`src/rtl/brq_if.sv`:
```
// Branch resolve queue bus: predict-side push, execute-side resolve, predictor update.
// Optional statistics outputs are present when BRQ_STATS_EN is defined.
interface brq_if #(
  parameter int DEPTH = 4,
  parameter int PC_W  = 16
);
  localparam int CNT_W = $clog2(DEPTH) + 1;

  logic             enq_valid;
  logic [PC_W-1:0]  enq_pc;
  logic             enq_gpred;
  logic             enq_ppred;
  logic             enq_pred;
  logic             enq_ready;
  logic             res_valid;
  logic             res_taken;
  logic             flush;
  logic             update;
  logic [PC_W-1:0]  update_pc;
  logic             g_reality;
  logic             p_reality;
  logic             reality;
  logic             mispredict;
  logic [CNT_W-1:0] count;
  logic             underflow;
`ifdef BRQ_STATS_EN
  logic [15:0]      stat_resolved;
  logic [15:0]      stat_mispred;
`endif

  modport slave (
    input  enq_valid, enq_pc, enq_gpred, enq_ppred, enq_pred,
    input  res_valid, res_taken, flush,
    output enq_ready, update, update_pc, g_reality, p_reality, reality,
    output mispredict, count, underflow
`ifdef BRQ_STATS_EN
    , output stat_resolved, stat_mispred
`endif
  );

  modport master (
    output enq_valid, enq_pc, enq_gpred, enq_ppred, enq_pred,
    output res_valid, res_taken, flush,
    input  enq_ready, update, update_pc, g_reality, p_reality, reality,
    input  mispredict, count, underflow
`ifdef BRQ_STATS_EN
    , input stat_resolved, stat_mispred
`endif
  );
endinterface

```
`src/rtl/branch_resolve_queue.sv`:
```
// In-order queue of in-flight branch predictions feeding the tournament predictor update port.
// Define BRQ_STATS_EN to add saturating resolve/mispredict counters.
module branch_resolve_queue #(
  parameter int DEPTH = 4,
  parameter int PC_W  = 16
) (
  input  logic  clk,
  input  logic  rst_n,
  brq_if.slave  bus
);
  localparam int PTR_W = $clog2(DEPTH);
  localparam int CNT_W = PTR_W + 1;

  typedef struct packed {
    logic [PC_W-1:0] pc;
    logic            gpred;
    logic            ppred;
    logic            pred;
  } entry_t;

  entry_t           mem [DEPTH];
  logic [PTR_W-1:0] head;
  logic [PTR_W-1:0] tail;
  logic [PTR_W-1:0] head_nxt;
  logic [CNT_W-1:0] cnt;
  entry_t           head_e;
  logic             empty;
  logic             do_res;
  logic             mis;
  logic             discard;
  logic             do_push;

  assign empty         = (cnt == '0);
  assign head_e        = mem[head];
  assign do_res        = bus.res_valid & ~empty;
  assign mis           = do_res & (head_e.pred != bus.res_taken);
  // A mispredict squashes every younger entry, exactly like an external flush.
  assign discard       = bus.flush | mis;
  assign bus.enq_ready = (cnt != CNT_W'(DEPTH));
  assign do_push       = bus.enq_valid & bus.enq_ready & ~discard;
  assign head_nxt      = head + PTR_W'(do_res);
  assign bus.count     = cnt;

  // NOTE: entry storage has no reset; occupancy is tracked by cnt, so stale data is never observed.
  always_ff @(posedge clk) begin
    if (do_push) mem[tail] <= {bus.enq_pc, bus.enq_gpred, bus.enq_ppred, bus.enq_pred};
  end

  // NOTE: sequential state uses non-blocking assignments so every register samples pre-edge values.
  always_ff @(posedge clk or negedge rst_n) begin
    if (!rst_n) begin
      head <= '0;
      tail <= '0;
      cnt  <= '0;
    end else if (discard) begin
      head <= head_nxt;
      tail <= head_nxt;
      cnt  <= '0;
    end else begin
      head <= head_nxt;
      if (do_push) tail <= tail + PTR_W'(1);
      cnt  <= cnt + CNT_W'(do_push) - CNT_W'(do_res);
    end
  end

  always_ff @(posedge clk or negedge rst_n) begin
    if (!rst_n) begin
      bus.update     <= 1'b0;
      bus.update_pc  <= '0;
      bus.g_reality  <= 1'b0;
      bus.p_reality  <= 1'b0;
      bus.reality    <= 1'b0;
      bus.mispredict <= 1'b0;
      bus.underflow  <= 1'b0;
    end else begin
      bus.update     <= do_res;
      bus.mispredict <= mis;
      bus.underflow  <= bus.underflow | (bus.res_valid & empty);
      if (do_res) begin
        bus.update_pc <= head_e.pc;
        bus.g_reality <= (head_e.gpred == bus.res_taken);
        bus.p_reality <= (head_e.ppred == bus.res_taken);
        bus.reality   <= bus.res_taken;
      end
    end
  end

`ifdef BRQ_STATS_EN
  always_ff @(posedge clk or negedge rst_n) begin
    if (!rst_n) begin
      bus.stat_resolved <= '0;
      bus.stat_mispred  <= '0;
    end else begin
      if (do_res && bus.stat_resolved != 16'hFFFF) bus.stat_resolved <= bus.stat_resolved + 16'd1;
      if (mis && bus.stat_mispred != 16'hFFFF)     bus.stat_mispred  <= bus.stat_mispred + 16'd1;
    end
  end
`endif
endmodule
```
`src/flat_wrapper.sv`:
```
// flat-port wrapper written by rule: the top's interface ports become plain ports
module branch_resolve_queue_flat 
#(
  parameter int DEPTH = 4,
  parameter int PC_W  = 16
)
  (clk, rst_n, bus_enq_valid, bus_enq_pc, bus_enq_gpred, bus_enq_ppred, bus_enq_pred, bus_res_valid, bus_res_taken, bus_flush, bus_enq_ready, bus_update, bus_update_pc, bus_g_reality, bus_p_reality, bus_reality, bus_mispredict, bus_count, bus_underflow);
  brq_if #(.DEPTH(DEPTH), .PC_W(PC_W)) bus_i ();
  input  logic clk;
  input  logic rst_n;
  input wire logic [$bits(bus_i.enq_valid)-1:0] bus_enq_valid;
  input wire logic [$bits(bus_i.enq_pc)-1:0] bus_enq_pc;
  input wire logic [$bits(bus_i.enq_gpred)-1:0] bus_enq_gpred;
  input wire logic [$bits(bus_i.enq_ppred)-1:0] bus_enq_ppred;
  input wire logic [$bits(bus_i.enq_pred)-1:0] bus_enq_pred;
  input wire logic [$bits(bus_i.res_valid)-1:0] bus_res_valid;
  input wire logic [$bits(bus_i.res_taken)-1:0] bus_res_taken;
  input wire logic [$bits(bus_i.flush)-1:0] bus_flush;
  output wire logic [$bits(bus_i.enq_ready)-1:0] bus_enq_ready;
  output wire logic [$bits(bus_i.update)-1:0] bus_update;
  output wire logic [$bits(bus_i.update_pc)-1:0] bus_update_pc;
  output wire logic [$bits(bus_i.g_reality)-1:0] bus_g_reality;
  output wire logic [$bits(bus_i.p_reality)-1:0] bus_p_reality;
  output wire logic [$bits(bus_i.reality)-1:0] bus_reality;
  output wire logic [$bits(bus_i.mispredict)-1:0] bus_mispredict;
  output wire logic [$bits(bus_i.count)-1:0] bus_count;
  output wire logic [$bits(bus_i.underflow)-1:0] bus_underflow;
  assign bus_i.enq_valid = bus_enq_valid;
  assign bus_i.enq_pc = bus_enq_pc;
  assign bus_i.enq_gpred = bus_enq_gpred;
  assign bus_i.enq_ppred = bus_enq_ppred;
  assign bus_i.enq_pred = bus_enq_pred;
  assign bus_i.res_valid = bus_res_valid;
  assign bus_i.res_taken = bus_res_taken;
  assign bus_i.flush = bus_flush;
  assign bus_enq_ready = bus_i.enq_ready;
  assign bus_update = bus_i.update;
  assign bus_update_pc = bus_i.update_pc;
  assign bus_g_reality = bus_i.g_reality;
  assign bus_p_reality = bus_i.p_reality;
  assign bus_reality = bus_i.reality;
  assign bus_mispredict = bus_i.mispredict;
  assign bus_count = bus_i.count;
  assign bus_underflow = bus_i.underflow;
  branch_resolve_queue #(.DEPTH(DEPTH), .PC_W(PC_W)) u_core (.clk(clk), .rst_n(rst_n), .bus(bus_i));
endmodule
```
`config.mk`:
```
export PLATFORM = sky130hd
export DESIGN_NAME = branch_resolve_queue_flat
export DESIGN_NICKNAME = d
export VERILOG_FILES = /design/src/rtl/brq_if.sv /design/src/rtl/branch_resolve_queue.sv /design/src/flat_wrapper.sv
export SDC_FILE = /design/constraint.sdc
export NUM_CORES = 1
export LEC_CHECK = 0
export ABC_AREA = 1
export BUFFER_PORTS_ARGS = -buffer_cell sky130_fd_sc_hd__buf_2
export CORE_MARGIN = 2
export CORE_UTILIZATION = 62
export DETAILED_ROUTE_END_ITERATION = 16
export PLACE_DENSITY_LB_ADDON = 0.15
export SETUP_SLACK_MARGIN = 0.3
export SKIP_CTS_REPAIR_TIMING = 1
export SLEW_MARGIN = 0
export SYNTH_ARGS = -nofsm -noshare
export SYNTH_HDL_FRONTEND = slang
export SYNTH_SLANG_ARGS = --single-unit
```
`constraint.sdc`:
```
create_clock -name clk -period 4.5 [get_ports clk]
set_input_delay 0.225 -clock clk [delete_from_list [all_inputs] [get_ports clk]]
set_output_delay 0.225 -clock clk [all_outputs]
set_load 0.005 [all_outputs]
```
* Word level (Yosys, flattened, before mapping)
Memories as Yosys holds them, arrays and structs flattened.
Index checks and enable logic that the tools add are counted.
** Word-level totals
- Register bits after elaboration :: 29
- Bits in writable memories :: 76
- Output and inout bits :: 26
- Memories :: 1
** Memories
- u_core.mem :: words 4, width 19, read ports 1, clocked after memory_dff 0, write ports 1, line branch_resolve_queue.sv:21 : entry_t mem [DEPTH];
** Cells by class
- $add $sub $neg :: 4
- Equal/unequal tests :: 4
- Multiplexer cells :: 5
- Bitwise gates (word level) :: 9
- Reduce and logical (&&, ||, !) cells :: 2
** Operator list (number)
- 1-bit bitwise AND :: 5
- 2-bit 2-to-1 mux :: 2
- 3-bit by 1-bit adder with 3-bit output :: 1
- 3-bit zero test :: 1
- 3-bit 2-to-1 mux :: 1
- 3-bit != test (second input constant) :: 1
- 3-bit by 1-bit subtractor with 3-bit output :: 1
- 2-bit by 1-bit adder with 2-bit output :: 1
- 2-bit by 1-bit adder with 2-bit output (second input constant) :: 1
- 1-bit == test :: 2
- 1-bit 2-to-1 mux :: 2
- 1-bit NOT :: 2
- 1-bit bitwise OR :: 2
- 2-bit nonzero test :: 1
- 1-bit != test :: 1

* Logic depth before layout (Yosys ltp)
Gate-level depths: netlist of run 1.
- Depth after elaboration :: 10
- Mapped depth :: 14
- Mapped depth without buffers :: 13

* Worst setup path before layout of run 1
OpenSTA, ideal clock, no wires.
- Path kind :: reg-to-reg
- From :: register u_core.cnt[1], in the netlist u_core.bus.count[1]
- To :: register u_core.cnt[2], in the netlist u_core.bus.count[2]
- Library setup time :: 0.071 ns
- Data arrival time :: 2.073 ns
- Data required time :: 4.429 ns
- Setup slack :: 2.356 ns
- Cell stages (with the launch flop) :: 13
- Period minus slack after synthesis :: 2.144 ns
- Cells stage by stage :: dfrtp_1 -> inv_1 -> nand3_1 -> nand2_2 -> inv_2 -> buf_2 -> ha_1 -> inv_1 -> ha_1 -> inv_1 -> fa_1 -> xor2_1 -> nor2_1
** On the way
- Word-level cells in the longest chain between the ends :: 10
** RTL lines
- from (decl) :: line branch_resolve_queue.sv:25 : logic [CNT_W-1:0] cnt;
- from (signal assigned) :: line branch_resolve_queue.sv:62 : cnt <= cnt + CNT_W'(do_push) - CNT_W'(do_res);
- 3-bit zero test * :: line branch_resolve_queue.sv:33 : assign empty = (cnt == '0);
- 1-bit NOT * :: line branch_resolve_queue.sv:35 : assign do_res = bus.res_valid & ~empty;
- 1-bit bitwise AND * :: line branch_resolve_queue.sv:35
- net u_core.do_res :: line branch_resolve_queue.sv:28 : logic do_res;
- 1-bit bitwise AND :: line branch_resolve_queue.sv:36 : assign mis = do_res & (head_e.pred != bus.res_taken);
- 1-bit bitwise OR :: line branch_resolve_queue.sv:38 : assign discard = bus.flush | mis;
- 1-bit NOT :: line branch_resolve_queue.sv:40 : assign do_push = bus.enq_valid & bus.enq_ready & ~discard;
- 1-bit bitwise AND :: line branch_resolve_queue.sv:40
- 3-bit by 1-bit adder with 3-bit output :: line branch_resolve_queue.sv:62
- 3-bit by 1-bit subtractor with 3-bit output :: line branch_resolve_queue.sv:62
- 3-bit 2-to-1 mux * :: line branch_resolve_queue.sv:55 : end else if (discard) begin
The timed path passes the listed nets; every way through them passes the cells marked *.
A chain may end at the register's enable or synchronous reset.

* Final worst setup path of run 1
- From :: register u_core.cnt[1], in the netlist u_core.bus.count[1]
- To :: memory u_core.mem[3][7] (netlist bit), enable pin
** On the way
- Word-level cells in the longest chain between the ends :: 9
** RTL lines
- 3-bit zero test :: line branch_resolve_queue.sv:33
- 1-bit NOT :: line branch_resolve_queue.sv:35
- 1-bit bitwise AND :: line branch_resolve_queue.sv:35
- 1-bit bitwise AND :: line branch_resolve_queue.sv:36
- 1-bit bitwise OR :: line branch_resolve_queue.sv:38
- 1-bit NOT :: line branch_resolve_queue.sv:40
- 1-bit bitwise AND * :: line branch_resolve_queue.sv:40
- 1-bit 2-to-1 mux * :: line branch_resolve_queue.sv:46 : if (do_push) mem[tail] <= {bus.enq_pc, bus.enq_gpred, bus.enq_ppred, bus.enq_pred};
- 1-bit 2-to-1 mux (implied by the code) * :: line branch_resolve_queue.sv:46
- to (decl) :: line branch_resolve_queue.sv:21
Mark *: on every way between the ends. The rest lies on a longest branch, timed or not.

==> flow_summary.yaml, run 1 <==
status:
  status: "complete, no violations"
logic_synthesis:
  ys_ff_latch: 105
  yosysSeqAreaShare_pct: 71.68
  ys_async_sr_fraction_pct: 27.62
  synth_area_per_cell_um2: 12.68
  synth_cell_types: 27
  yosysWarnings: 0
  synth_cells: 331
  syn_nets: 364
  synth_edf_count: 76
  ys.flop_type: "edfxtp_1"
  syn_area_um2: 4197
clock_tree:
  h-tree-depth: 3
  cts_buffers: 9
  clkSinkCount: 105
  tritoncts: "yes"
  clk_pin_slew_ns: 0.10
  cts_root_buf: "clkbuf_8"
  clockBufferDepth: 2
  worstSkewPairLatency_ns: 0.36
setup_path:
  worst-setup-path-type: "flop to flop"
  cp_common_cell: "nand3_4"
  cp-end-kind: "flop"
  start_kind: "flop"
  max_stage_delay_ns: 0.89
  critPathTopFamily: "simple AND/OR/NAND/NOR gates"
  r2r_slack_ns: 1.81
  crit_required_ns: 4.47
  rr_worst_depth: 7
  critPathBufInv: 2
  r2r-start: "u_core.bus.count[1]$_DFF_PN0_"
  crit_fanout: 37
  cp_slowest_cell: "nor2_2"
  worstPathArrival_ns: 2.66
  crit_chain: "inv_1 -> nand3_1 -> nand2_2 -> inv_2 -> nand3_4 -> nand3_4 -> nor2_2"
  r2r_end: "u_core.mem[3][7]$_DFFE_PP_"
die:
  initial_core_util_pct: 64.97
  core_area_um2: 6459
  core.rowCount: 29
  dieArea_um2: 7443
  die_width_um: 86.27
  die_y_um: 86.27
  io_pins: 51
power:
  p_leak_nw: 1.814
  ir_drop_v: 0.0003654
  powerDensity_nw_per_um2: 590.4
drt:
  dr.pass1.iters: 4
  drcViolationCount: 0
  vias_per_cell: 5.473
  drt-total-wl_mm: 7.319
  final_antenna_net_count: 0
  dr.first_iter.drc_count: 192
  vias: 2534
  route.detailed.wl_per_inst_um: 15.81
sta:
  setup_ws_ns: 1.810
  fmax_mhz: 371.8
  skew_ns: 0.01028
  setup_viol: 0
  tns_ns: 0
  worst_slew_pin_slew_ns: 1.165
  rsz0062_at_grt: "no"
  slew_viol_final: 0
  period_share_pct: 59.78
  period_needed_ns: 2.690
  final-hold-violation-count: 0
  max_slew_margin_pct: 22.24
layout:
  nNetsFinal: 414
  area_delta_synth_final_pct: 11.24
  n_antenna_cell: 0
  drive_gt1_share_pct: 22.28
placement:
  place.gp.congestion: 0.7621
  dp_hpwl_mm: 4.627
  place_ws_ns: 1.778
  port_buffers: 50
worst_hold_path:
  hold_depth: 1
  hold_class: "input port to flop"
  holdPathEnd: "u_core.mem[0][12]$_DFFE_PP_"
  worstHoldStart: "bus_enq_pc[9]"
grt:
  grt_max_degree: 40
  grt_pass1_wl_mm: 11.66
  gr-total-overflow: 0
  grt_pass1_vias: 2495
  antenna_found_initial: 0
  track_usage_pct: 21.05
job:
  cap_viol_max_count: 0
[where the power goes]
group          internal [mW]  leakage [nW]  switching, mW
clock network          0.212        0.0886          0.320
logic                  0.326         0.700          0.570
registers               1.24          1.03         0.0885
total                   1.78          1.81          0.979
[synthesized netlist by cell type, types with 5 or more instances]
cell | instances | share of area [%]
ha_1 | 7 | 2.1
nand2_1 | 11 | 0.98
edfxtp_1 | 76 | 54
nand2_2 | 5 | 0.75
a31oi_1 | 16 | 2.4
nor2_1 | 88 | 7.9
dfrtp_1 | 29 | 17
inv_1 | 18 | 1.6
o21ai_0 | 36 | 4.3
[sequential cells by signal, indices dropped and copies added (netlist names)]
register	flops
u_core.bus.count	3
u_core.bus.g_reality	1
u_core.bus.mispredict	1
u_core.bus.p_reality	1
u_core.bus.reality	1
u_core.bus.underflow	1
u_core.bus.update	1
u_core.bus.update_pc	16
u_core.head	2
u_core.mem	76
u_core.tail	2
[metrics by stage]
stage / instances / area (um2) / hold slack (ns) / util (%) / power [mW]
2_1_floorplan: 331 / 4197 / -0.07059 / - / 1.991
3_3_place_gp: 446 / 4471 / 0.3030 / 69.22 / 2.208
3_5_place_dp: 446 / 4471 / 0.3162 / 69.22 / 2.253
4_1_cts: 462 / 4658 / -0.08204 / 72.12 / 2.784
5_1_grt: 463 / 4668 / 0.05840 / 72.28 / 2.942
6_report: 463 / 4668 / 0.08120 / 72.28 / 2.756
[worst reg2reg max path, delay by kind of cell, from the launching register on]
kind,cells,cell delay (ns)
flops,1,0.44
buf+inv,2,0.34
simple gates,5,1.51
[layer usage]
metal	wire, um	GRT usage, %	up-vias
li1	-	-	1246
met1	3207	25.55	1223
met2	3787	37.84	61
met3	272	5.714	4
met4	51	4.830	0
met5	0	0	-
[final cells by class]
cell class / count / area, um2
clock inverters: 7 / 63.81
multi-input cells: 191 / 1022
inverters: 21 / 78.83
repair buffers: 53 / 275.3
well taps: 77 / 96.34
clock buffers: 9 / 123.9
flip-flops and latches: 105 / 3008
fillers: 435 / 1790
[logic make-up after synthesis]
| group | Yosys count | share of synthesized area [%] |
|---|---|---|
| DFF | 105 | 71.68 |
| buffers and inverters | 35 | 3.965 |
| xor gates and xnor gates | 3 | 0.6262 |
| AOI/OAI and AO/OA | 57 | 7.633 |
| adders and majority gates | 8 | 2.564 |
| and+or+nand+nor | 123 | 13.54 |
[worst max-delay path by stage]
stage,start,end,slack [ns],cells after the start
after floorplan,u_core.bus.count[1]$_DFF_PN0_,u_core.bus.count[2]$_DFF_PN0_,2.36,12
after global placement,u_core.bus.count[1]$_DFF_PN0_,u_core.mem[3][10]$_DFFE_PP_,1.90,7
after detailed placement,u_core.bus.count[1]$_DFF_PN0_,u_core.mem[1][12]$_DFFE_PP_,1.78,7
after CTS,u_core.bus.count[1]$_DFF_PN0_,u_core.mem[1][9]$_DFFE_PP_,1.77,7
after global routing,u_core.bus.count[1]$_DFF_PN0_,u_core.mem[1][1]$_DFFE_PP_,1.60,7
final,u_core.bus.count[1]$_DFF_PN0_,u_core.mem[3][7]$_DFFE_PP_,1.81,7
[cell usage in the layout (no fill, tap or decap), drive strengths merged]
cell	count
nor2	92
edfxtp	76
buf	52
o21ai	36
dfrtp	29
inv	24
nand2	18
a31oi	16
clkbuf	9
nand3	9
ha	7
nand4	4
xor2	2
o22a	2
o211ai	2
clkinvlp	2
clkinv	2
o21bai	1
xnor2	1
fa	1
dlygate4sd3	1
(Power assumes the default switching activity.)
==> inputs of run 2 (changes only) <==
--- a/config.mk
+++ b/config.mk
@@ -8,7 +8,7 @@
 export ABC_AREA = 1
 export BUFFER_PORTS_ARGS = -buffer_cell sky130_fd_sc_hd__buf_2
 export CORE_MARGIN = 2
-export CORE_UTILIZATION = 62
+export CORE_UTILIZATION = 52
 export DETAILED_ROUTE_END_ITERATION = 16
 export PLACE_DENSITY_LB_ADDON = 0.15
 export SETUP_SLACK_MARGIN = 0.3
==> constraint.sdc (replaced) <==
create_clock -name clk -period 2.26 [get_ports clk]
set_input_delay 0.113 -clock clk [delete_from_list [all_inputs] [get_ports clk]]
set_output_delay 0.113 -clock clk [all_outputs]
set_load 0.005 [all_outputs]
==> run 2 against run 1 <==
Cell count rose by 13%. Worst setup slack got worse by 1.4 ns. First-iteration DRC count fell by 35%. Clock-buffer cell count did not move. Critical path depth rose by 5. Combinational power rose by 130%. Die area rose by 18%. Critical path type unchanged. Largest power group unchanged.
==> flow_summary.yaml, run 2 (synthesis results as in run 1) <==
clock_tree:
  clockBufferDepth: 2
  cts_root_buf: "clkbuf_8"
  h-tree-depth: 3
  cts_buffers: 9
  tritoncts: "yes"
  clk_pin_slew_ns: 0.10
  worstSkewPairLatency_ns: 0.36
  clkSinkCount: 105
sta:
  finalHoldWorstSlack_ns: 0.02049
  slew_viol_final: 0
  worst_slew_pin_slew_ns: 0.7370
  rsz0062_at_grt: "yes"
  skew_ns: 0.01171
  tns_ns: 0
  period_needed_ns: 1.894
  fmax_mhz: 528.0
  final-hold-violation-count: 0
  setup_viol: 0
  period_share_pct: 83.80
  max_slew_margin_pct: 50.87
drt:
  drt-total-wl_mm: 8.142
  vias_per_cell: 5.147
  dr.first_iter.drc_count: 124
  dr.pass1.iters: 5
  drcViolationCount: 0
  route.detailed.wl_per_inst_um: 15.54
  vias: 2697
  final_antenna_net_count: 0
die:
  core_area_um2: 7767
  io_pins: 51
  initial_core_util_pct: 54.03
  core.rowCount: 32
  die_width_um: 93.84
  dieArea_um2: 8805
  die_y_um: 93.84
setup_path:
  crit_required_ns: 2.52
  worstPathArrival_ns: 2.16
  cp_common_cell: "nand2_2"
  crit_fanout: 7
  crit_chain: "clkinv_4 -> nand2_2 -> nand3_2 -> nand2_2 -> nand2_2 -> nand3_4 -> nand3_4 -> inv_4 -> ha_4 -> inv_2 -> fa_2 -> nor2_1"
  cp_slowest_cell: "fa_2"
  cp-end-kind: "flop"
  max_stage_delay_ns: 0.51
  worst-setup-path-type: "flop to flop"
  start_kind: "flop"
layout:
  area_delta_synth_final_pct: 21.32
  drive_gt1_share_pct: 27.01
  nNetsFinal: 450
  largest_register_ffs: 76
  final_common_cell: "nor2_1"
  largest-register: "u_core.mem"
  n_antenna_cell: 0
  mostFrequentLayoutCells: "nor2_1 (88), edfxtp_1 (76), buf_2 (50)"
power:
  powerDensity_nw_per_um2: 1127
  power_mw: 5.739
  ir_drop_v: 0.0004910
  p_leak_nw: 1.986
grt:
  gr-total-overflow: 0
  antenna_found_initial: 0
  track_usage_pct: 19.21
  grt_pass1_wl_mm: 12.53
  grt_max_degree: 31
  grt_pass1_vias: 2484
placement:
  place.gp.congestion: 0.7436
  dp_hpwl_mm: 4.847
  port_buffers: 50
job:
  cap_viol_max_count: 0
worst_hold_path:
  hold_class: "input port to flop"
status:
  status: "complete, no violations"
[run 2: cell count changes in the layout (fill, tap and decap cells not counted), sizes merged]
cell         previous run  this run
inv                    24        22
dlygate4sd3             1        20
buf                    52        69
clkinv                  2         5
clkinvlp                2         1
[run 2: where the power goes]
part	internal, mW	total, mW	switching, mW
clock	0.411	1.06	0.649
combinational	0.827	2.02	1.19
sequential	2.47	2.66	0.192
[run 2: area by class of cell]
cell class | instances | area (um2)
sequential | 105 | 3010
fill | 606 | 2676
multi-input combinational | 191 | 1062
timing repair buffer | 89 | 621.8
tap | 102 | 127.6
clock buffer | 9 | 123.9
inverter | 21 | 91.34
clock inverter | 7 | 53.80
[run 2: worst max-delay path, delay by kind of cell (launching register included)]
family | cells | cell delay [ns]
adders and majority gates | 2 | 0.63
buffers and inverters | 3 | 0.20
DFF | 1 | 0.46
and+or+nand+nor | 7 | 0.52
[run 2: through the flow]
step	util (%)	area [um2]	instances	setup slack, ns
after floorplan	-	4245	331	0.3113
after global placement	59.89	4652	482	0.2189
after detailed placement	59.89	4652	482	0.1387
after CTS	62.18	4830	498	0.1270
after global routing	65.54	5091	524	0.2643
final	65.54	5091	524	0.3661
[run 2: metal layers]
metal | vias up | wire (um) | global-route usage, %
met1 | 1297 | 3623 | 25.52
met3 | 16 | 381 | 3.130
met2 | 68 | 3953 | 31.43
met4 | 0 | 182 | 8.454
met5 | - | 0 | 0
li1 | 1316 | - | -
[run 2: final timing paths]
path | cells after the start | startpoint | endpoint | slack, ns
setup / recovery | 12 | u_core.head[0]$_DFF_PN0_ | u_core.bus.count[1]$_DFF_PN0_ | 0.37
hold / removal | 3 | bus_res_valid | u_core.bus.underflow$_DFF_PN0_ | 0.02
setup reg to reg | 12 | u_core.head[0]$_DFF_PN0_ | u_core.bus.count[1]$_DFF_PN0_ | 0.37
hold reg to reg | 1 | u_core.bus.underflow$_DFF_PN0_ | u_core.bus.underflow$_DFF_PN0_ | 0.48
max in group asynchronous | 2 | rst_n | u_core.head[0]$_DFF_PN0_ | 1.39
min in group asynchronous | 2 | rst_n | u_core.bus.g_reality$_DFFE_PN0P_ | 0.35
==> inputs of run 3 (changes only) <==
--- a/config.mk
+++ b/config.mk
@@ -8,7 +8,7 @@
 export ABC_AREA = 1
 export BUFFER_PORTS_ARGS = -buffer_cell sky130_fd_sc_hd__buf_2
 export CORE_MARGIN = 2
-export CORE_UTILIZATION = 52
+export CORE_UTILIZATION = 57
 export DETAILED_ROUTE_END_ITERATION = 16
 export PLACE_DENSITY_LB_ADDON = 0.15
 export SETUP_SLACK_MARGIN = 0.3
==> constraint.sdc (replaced) <==
create_clock -name clk -period 1.9 [get_ports clk]
set_input_delay 0.095 -clock clk [delete_from_list [all_inputs] [get_ports clk]]
set_output_delay 0.095 -clock clk [all_outputs]
set_load 0.005 [all_outputs]
==> run 3 against run 2 <==
The flow now finishes with violations (negative hold slack). Flip-flop and latch count stayed put. Largest cell class unchanged. Final area is 2.2% higher. Worst setup slack worse by 0.31 ns. Core utilization is 7.0 points higher. Critical endpoint is now u_core.bus.count[2]$_DFF_PN0_. Register-to-register slack worse by 0.31 ns.
==> flow_summary.yaml, run 3 (synthesis results as in run 1) <==
status:
  status: "finished, violations left"
  violations: "negative hold slack"
die:
  io_pins: 51
  initial_core_util_pct: 58.48
  dieArea_um2: 8065
  die_y_um: 89.81
  core_area_um2: 7176
  die_width_um: 89.81
  core.rowCount: 31
setup_path:
  max_stage_delay_ns: 0.47
  cp-end-kind: "flop"
  crit_fanout: 5
  cp_slowest_cell: "dfrtp_2"
  r2r_end: "u_core.bus.count[2]$_DFF_PN0_"
  crit_required_ns: 2.20
  r2r_slack_ns: 0.06
  cp-endpoint: "u_core.bus.count[2]$_DFF_PN0_"
  start_kind: "flop"
  cp-startpoint: "u_core.head[0]$_DFF_PN0_"
  rr_worst_depth: 12
  worst-setup-path-type: "flop to flop"
  crit_chain: "inv_4 -> nand2_2 -> nand3_2 -> nand3_2 -> nand3_4 -> nand3_4 -> inv_2 -> ha_4 -> inv_2 -> fa_2 -> xor2_1 -> nor2_1"
  worstPathArrival_ns: 2.14
  r2r-start: "u_core.head[0]$_DFF_PN0_"
sta:
  slew_viol_final: 0
  setup_ws_ns: 0.06066
  finalHoldWorstSlack_ns: -0.005871
  setup_viol: 0
  period_needed_ns: 1.839
  rsz0062_at_grt: "yes"
  fmax_mhz: 543.7
  final-hold-violation-count: 1
  max_slew_margin_pct: 54.49
  worst_slew_pin_slew_ns: 0.6826
  skew_ns: 0.008290
  period_share_pct: 96.81
layout:
  largest-register: "u_core.mem"
  area_delta_synth_final_pct: 24.00
  mostFrequentLayoutCells: "nor2_1 (88), edfxtp_1 (76), buf_2 (50)"
  final_common_cell: "nor2_1"
  n_antenna_cell: 0
  largest_register_ffs: 76
  drive_gt1_share_pct: 28.37
  nNetsFinal: 458
clock_tree:
  cts_buffers: 9
  cts_root_buf: "clkbuf_8"
  clockBufferDepth: 2
  tritoncts: "yes"
  clkSinkCount: 105
  h-tree-depth: 3
  worstSkewPairLatency_ns: 0.37
  clk_pin_slew_ns: 0.09
power:
  power_mw: 7.015
  p_leak_nw: 2.041
  p_int_mw: 4.498
  p_sw_share_pct: 35.88
  p_switching_mw: 2.517
  p_clk_share_pct: 17.6
  ir_drop_v: 0.0005252
  pwr-share-comb_pct: 37.3
  powerDensity_nw_per_um2: 1348
  pwr-share-seq_pct: 45.1
drt:
  dr.pass1.iters: 4
  route.detailed.wl_per_inst_um: 16.05
  vias: 2773
  drcViolationCount: 0
  dr.first_iter.drc_count: 197
  final_antenna_net_count: 0
  vias_per_cell: 5.242
  drt-total-wl_mm: 8.490
grt:
  grt_max_degree: 30
  track_usage_pct: 21.54
  grt_pass1_vias: 2695
  grt_pass1_wl_mm: 13.33
  antenna_found_initial: 0
  gr-total-overflow: 0
placement:
  dp_hpwl_mm: 5.262
  place.gp.congestion: 0.7774
  port_buffers: 50
  place_ws_ns: 0.002155
job:
  cap_viol_max_count: 0
worst_hold_path:
  hold_class: "input port to flop"
run 3: stage by stage:
stage	instance area (um2)	utilization [%]	TNS, ns	cells
finish	5204	72.52	0	529
global route	5204	72.52	-0.03342	529
CTS	4877	67.97	-0.02330	503
detailed placement	4708	65.61	0	487
global placement	4708	65.61	0	487
floorplan	4245	-	-3.780	331
run 3: power by group through the flow:
| stage | logic, mW | clock network, mW | registers [mW] |
|---|---|---|---|
| finish | 2.62 | 1.23 | 3.17 |
| global route | 2.95 | 1.33 | 3.22 |
| CTS | 2.43 | 1.24 | 3.16 |
| detailed placement | 2.42 | 0 | 3.21 |
| global placement | 2.33 | 0 | 3.19 |
| floorplan | 1.59 | 0 | 3.19 |
run 3: how the worst min path moves through the flow:
stage	start	to	depth (start not counted)
after floorplan	rst_n	u_core.bus.count[0]$_DFF_PN0_	0
after global placement	rst_n	u_core.bus.update_pc[5]$_DFFE_PN0P_	1
after detailed placement	rst_n	u_core.bus.g_reality$_DFFE_PN0P_	1
after CTS	rst_n	u_core.bus.update_pc[5]$_DFFE_PN0P_	1
after global routing	bus_res_valid	u_core.bus.underflow$_DFF_PN0_	3
final	bus_res_valid	u_core.bus.underflow$_DFF_PN0_	3
run 3: critical path, delay by kind of cell (launching register included):
family | cells | cell delay (ns)
AND/OR/NAND/NOR | 6 | 0.48
XOR/XNOR | 1 | 0.17
buffers and inverters | 3 | 0.21
flip-flops | 1 | 0.47
adder cells (fa/ha/maj) | 2 | 0.46
run 3: final cells by class:
cell class,instances,area [um2]
Clock inverter,7,45.04
Fill cell,475,1972
Sequential cell,105,3009
Clock buffer,9,123.9
Timing Repair Buffer,97,720.7
Tap cell,99,123.9
Inverter,21,86.33
Multi-Input combinational cell,191,1095
run 3: routing by layer:
layer  vias to the layer above  GRT usage, %  share of wire (%)
met1                      1356         28.23                 43
met3                        12         3.101                4.7
met5                         -             0                  0
li1                       1327             -                  -
met2                        78         35.80                 51
met4                         0         10.51                1.4
